==> config.mk <==
export PLATFORM = sky130hd
export DESIGN_NAME = knn_query_controller
export DESIGN_NICKNAME = d
export VERILOG_FILES = /design/src/rtl/knn_query_controller.sv
export SDC_FILE = /design/constraint.sdc
export NUM_CORES = 1
export LEC_CHECK = 0
export CAP_MARGIN = 20
export CORE_MARGIN = 3
export CORE_UTILIZATION = 45
export CTS_CLUSTER_DIAMETER = 150
export DETAILED_ROUTE_END_ITERATION = 10
export PLACE_DENSITY = 0.77
export SETUP_SLACK_MARGIN = 0.05
export SYNTH_ARGS = -nofsm -noshare
export SYNTH_HDL_FRONTEND = slang
export SYNTH_SLANG_ARGS = --single-unit
export TNS_END_PERCENT = 1
==> constraint.sdc <==
create_clock -name clk -period 17.3 [get_ports clk]
set_input_delay 2.595 -clock clk [delete_from_list [all_inputs] [get_ports clk]]
set_output_delay 2.595 -clock clk [all_outputs]
set_load 0.03 [all_outputs]
==> src/rtl/knn_query_controller.sv <==
// Sequences one k-NN query: clears the top-5 sorter, streams every training sample
// through the distance engine into the sorter, then majority-votes the 5 nearest entries.
//
// state   | meaning
// IDLE    | waiting for start
// CLEAR   | sorter clear pulse, sample address reset
// FETCH   | sample memory read at mem_addr
// LAUNCH  | distance engine launch, label captured
// WAIT_DE | waiting for engine result, timeout armed
// INSERT  | sorter insert of distance + label
// SETTLE  | sorter registers update
// VOTE    | majority vote over sorter contents
// FINISH  | done pulse
module knn_query_controller #(
  parameter int N_SAMPLES = 64,
  parameter int ADDR_W    = 6,
  parameter int TIMEOUT   = 1023
) (
  input  logic              clk,
  input  logic              rst,
  input  logic              start,
  output logic              busy,
  output logic              done,
  output logic              error,
  output logic [1:0]        class_out,
  output logic              mem_rd_en,
  output logic [ADDR_W-1:0] mem_addr,
  input  logic [1:0]        mem_label,
  output logic              de_start,
  input  logic              de_done,
  output logic              sort_clr,
  output logic              sort_valid,
  output logic [1:0]        sort_label,
  input  logic [99:0]       sorted_list
);

  typedef enum logic [3:0] {
    IDLE, CLEAR, FETCH, LAUNCH, WAIT_DE, INSERT, SETTLE, VOTE, FINISH
  } state_t;

  localparam logic [ADDR_W-1:0] LAST_ADDR = ADDR_W'(N_SAMPLES - 1);
  localparam logic [9:0]        TO_LAST   = 10'(TIMEOUT - 1);
  localparam logic [17:0]       MAX_DIST  = 18'h3FFFF;

  state_t     state, state_nx;
  logic [9:0] to_cnt;
  logic       to_hit;

  logic [2:0] cls_cnt [4];
  logic [4:0] ent_valid;
  logic [1:0] ent_cls [5];
  logic [2:0] best_cnt;
  logic [1:0] vote_class;
  logic       any_valid;

  assign to_hit = (to_cnt == TO_LAST);

  // Vote: ranks are scanned nearest-first with a strict compare, so a tie resolves
  // to the class that appears at the lowest rank.
  always_comb begin
    for (int c = 0; c < 4; c++) cls_cnt[c] = '0;
    ent_valid  = '0;
    best_cnt   = '0;
    vote_class = '0;
    any_valid  = 1'b0;
    for (int r = 0; r < 5; r++) begin
      ent_cls[r]   = sorted_list[20*r +: 2];
      ent_valid[r] = (sorted_list[20*r+2 +: 18] != MAX_DIST);
      if (ent_valid[r]) begin
        cls_cnt[ent_cls[r]] = cls_cnt[ent_cls[r]] + 3'd1;
        any_valid = 1'b1;
      end
    end
    for (int r = 0; r < 5; r++) begin
      if (ent_valid[r] && (cls_cnt[ent_cls[r]] > best_cnt)) begin
        best_cnt   = cls_cnt[ent_cls[r]];
        vote_class = ent_cls[r];
      end
    end
  end

  always_comb begin
    state_nx = state;
    case (state)
      IDLE:    if (start) state_nx = CLEAR;
      CLEAR:   state_nx = FETCH;
      FETCH:   state_nx = LAUNCH;
      LAUNCH:  state_nx = WAIT_DE;
      WAIT_DE: begin
        if (de_done)     state_nx = INSERT;
        else if (to_hit) state_nx = FINISH;
      end
      INSERT:  state_nx = (mem_addr == LAST_ADDR) ? SETTLE : FETCH;
      SETTLE:  state_nx = VOTE;
      VOTE:    state_nx = FINISH;
      FINISH:  state_nx = IDLE;
      default: state_nx = IDLE;
    endcase
  end

  always_ff @(posedge clk) begin
    if (!rst) begin
      state      <= IDLE;
      mem_addr   <= '0;
      sort_label <= '0;
      error      <= 1'b0;
      class_out  <= '0;
      to_cnt     <= '0;
    end else begin
      state <= state_nx;
      case (state)
        IDLE:    if (start) error <= 1'b0;
        CLEAR:   mem_addr <= '0;
        LAUNCH: begin
          sort_label <= mem_label;
          to_cnt     <= '0;
        end
        WAIT_DE: begin
          if (!de_done) begin
            to_cnt <= to_cnt + 10'd1;
            if (to_hit) error <= 1'b1;
          end
        end
        INSERT:  if (mem_addr != LAST_ADDR) mem_addr <= mem_addr + ADDR_W'(1);
        VOTE: begin
          class_out <= vote_class;
          if (!any_valid) error <= 1'b1;
        end
        default: ;
      endcase
    end
  end

  // sort_clr follows rst combinationally so the sorter clears together with us.
  assign sort_clr   = (state == CLEAR) || !rst;
  assign mem_rd_en  = (state == FETCH);
  assign de_start   = (state == LAUNCH);
  assign sort_valid = (state == INSERT);
  assign done       = (state == FINISH);
  assign busy       = (state != IDLE) && (state != FINISH);

endmodule

==> results.json <==
{
  "synth.largest_area_cell": "dfxtp_1",
  "hold_buffers": 0,
  "worst_pin_slew_ns": 0.9158,
  "slew_violations": 0,
  "cts_tree": "yes",
  "grt_max_degree": 22,
  "placed_cells": 736,
  "start_util": 0.4662,
  "grt_pass1_wl_mm": 20.36,
  "cts_made_buffers": 3,
  "syn-cell-area_sq_um": 4085,
  "clockBufferDepth": 2,
  "ir_drop_mv": 0.03745,
  "rrSetupSlack_ns": 14.97,
  "cts_num_sinks": 25,
  "status": "finished clean",
  "path_class": "in -> reg",
  "crit_family": "compound AO/OA/AOI/OAI gates",
  "switchingPower_w": 0.0001389,
  "htree_levels": 1,
  "max_freq_ghz": 0.06782,
  "p_seq_frac": 0.189,
  "p_int_w": 0.0001796,
  "syn_inst": 538,
  "yosys-top-cells-area": "dfxtp_1, nand2_1, mux4_2",
  "hold_class": "reg -> reg",
  "worst_slack_ns": 2.556,
  "firstDrtPassIters": 5,
  "post_synth_num_cell_types": 81,
  "report.power.total_w": 0.0003185,
  "finalWirelength_mm": 12.73,
  "critPathSlowestCell": "a2111oi_0",
  "finalSetupTns_ns": 0,
  "powerDensity_nw_per_um2": 60.03,
  "path_clk_slew_ns": 0.09,
  "yosys.area.top_type_share": 0.1225,
  "crit_path_start_kind": "primary input",
  "grt-ovfl-total": 0,
  "syn2layout_area_growth_pct": 29.86,
  "hold_violations": 0,
  "rsz0062_at_grt": "false",
  "final_cell_mix": "clkdlybuf4s50_1, nand2_1, nor2_1",
  "synth_edf_count": 0,
  "clock_skew_ns": 0.005018,
  "postSynth.asyncResetShare": 0,
  "rows": 34,
  "power_frac_clock": 0.109,
  "end_kind": "flop",
  "combPwrFrac": 0.702,
  "setup_viol": 0,
  "path_max_fanout": 8,
  "path_buf_inv": 4,
  "maxCapViolations": 0,
  "drc": 0,
  "io_buffers": 122,
  "final_nets": 755,
  "switching_share": 0.4361,
  "vias": 4717,
  "gp_congestion": 1.022,
  "dp_slack_ns": 2.521,
  "routedWlPerCell_um": 17.20,
  "cpPeakStageDelay_ns": 0.61,
  "clock_latency_ns": 0.27,
  "synth_fp_nets": 660,
  "instances_no_fill": 740,
  "io_pins": 123,
  "syn_area_per_cell_sq_um": 7.593,
  "track_usage": 0.2362,
  "final_common_cell": "clkdlybuf4s50_1",
  "place_area_sq_um": 5256,
  "critPathRequiredTime_ns": 17.44,
  "path_common_cell": "ha_1",
  "antenna_found_initial": 0,
  "design_area_sq_um": 5305,
  "cts_resized": 0,
  "grt_pass1_vias": 4464,
  "die-area_sq_um": 10260,
  "seq_area_frac_synth": 0.1225,
  "clockRootBuffer": "clkbuf_8",
  "n_antenna_cell": 0,
  "synth-main-ff-cell": "dfxtp_1",
  "finalCriticalPeriod_ns": 14.74,
  "max_slew_margin": 0.3858,
  "yosysWarnings": 0,
  "leakagePower_nw": 1.942,
  "drive_above_1_share": 0.08544,
  "synth-seq-cells": 25,
  "drtIter0Drc": 435,
  "vias_per_cell": 6.374,
  "hpwl_mm": 10.34,
  "cts_setup_buffers": 0,
  "worstPathArrival_ns": 14.89,
  "period_share": 0.8523,
  "die_y_um": 101.3,
  "die_w_um": 101.3,
  "core_sq_um": 8763,
  "drt.antenna.violating_nets": 0
}
flip-flops by register name (all words and copies together), names as in the netlist:
name / cells
mem_addr: 6
class_out: 2
error: 1
to_cnt: 10
sort_label: 2
state: 4
cell type report:
cell class | count | area, sq um
Clock inverter | 1 | 7.507
Inverter | 21 | 78.83
Clock buffer | 3 | 41.29
Tap cell | 108 | 135.1
Multi-Input combinational cell | 459 | 3313
Timing Repair Buffer | 123 | 1229
Sequential cell | 25 | 500.5
Fill cell | 778 | 3458
worst register-to-register path: cells and delay by family, from the launching register on:
kind,cells,cell delay [ns]
AOI/OAI and AO/OA,1,0.59
adders and majority gates,1,0.23
xor gates and xnor gates,1,0.14
DFF,1,0.35
and+or+nand+nor,5,0.87
final timing paths:
kind / from / to / depth (start not counted)
setup / recovery: sorted_list[4] / class_out[0]$_SDFFE_PN0P_ / 54
hold / removal: sort_label[1]$_SDFFE_PN0P_ / sort_label[1]$_SDFFE_PN0P_ / 2
setup reg to reg: mem_addr[0]$_SDFFE_PN0P_ / mem_addr[5]$_SDFFE_PN0P_ / 8
hold reg to reg: sort_label[1]$_SDFFE_PN0P_ / sort_label[1]$_SDFFE_PN0P_ / 2
kinds of logic (layout without fill, tap and decap cells):
group,after synthesis,in the layout,share of synthesized area
fa+ha+maj,17,17,0.05176
mux,27,27,0.1103
simple gates,233,233,0.3026
compound gates,152,152,0.2769
flops,25,25,0.1225
buf+inv,54,148,0.06646
xor+xnor,30,30,0.06952
power by group through the flow:
stage	sequential (W)	clock (W)	combinational, W
after detailed placement	0.0000616	0	0.000218
after global routing	0.0000607	0.0000379	0.000247
after floorplan	0.0000602	0	0.000162
final	0.0000603	0.0000347	0.000223
after CTS	0.0000603	0.0000360	0.000219
after global placement	0.0000615	0	0.000210
cells in the mapped netlist (all sizes together), types with 14 or more instances:
cell type,number
a21oi,32
nand3,19
ha,16
nand4,22
clkbuf,19
o21ai,17
nand2,67
nor2,43
xnor2,18
o211ai,14
nor3,22
buf,14
a211oi,23
inv,21
dfxtp,25
stage by stage:
step | hold WS, ns | utilization
floorplan | 0.4722 | -
global placement | 0.4550 | 0.5998
detailed placement | 0.4812 | 0.5998
CTS | 0.4942 | 0.6054
global route | 0.5158 | 0.6054
finish | 0.4846 | 0.6054
metal layers:
layer	track usage	share of wire	up-vias
met1	0.3031	0.41	2185
met5	0	0	-
met4	0.06646	0.021	0
li1	-	-	2247
met2	0.4220	0.50	251
met3	0.01997	0.074	34
Note: power is estimated with default switching activity, not from simulation.
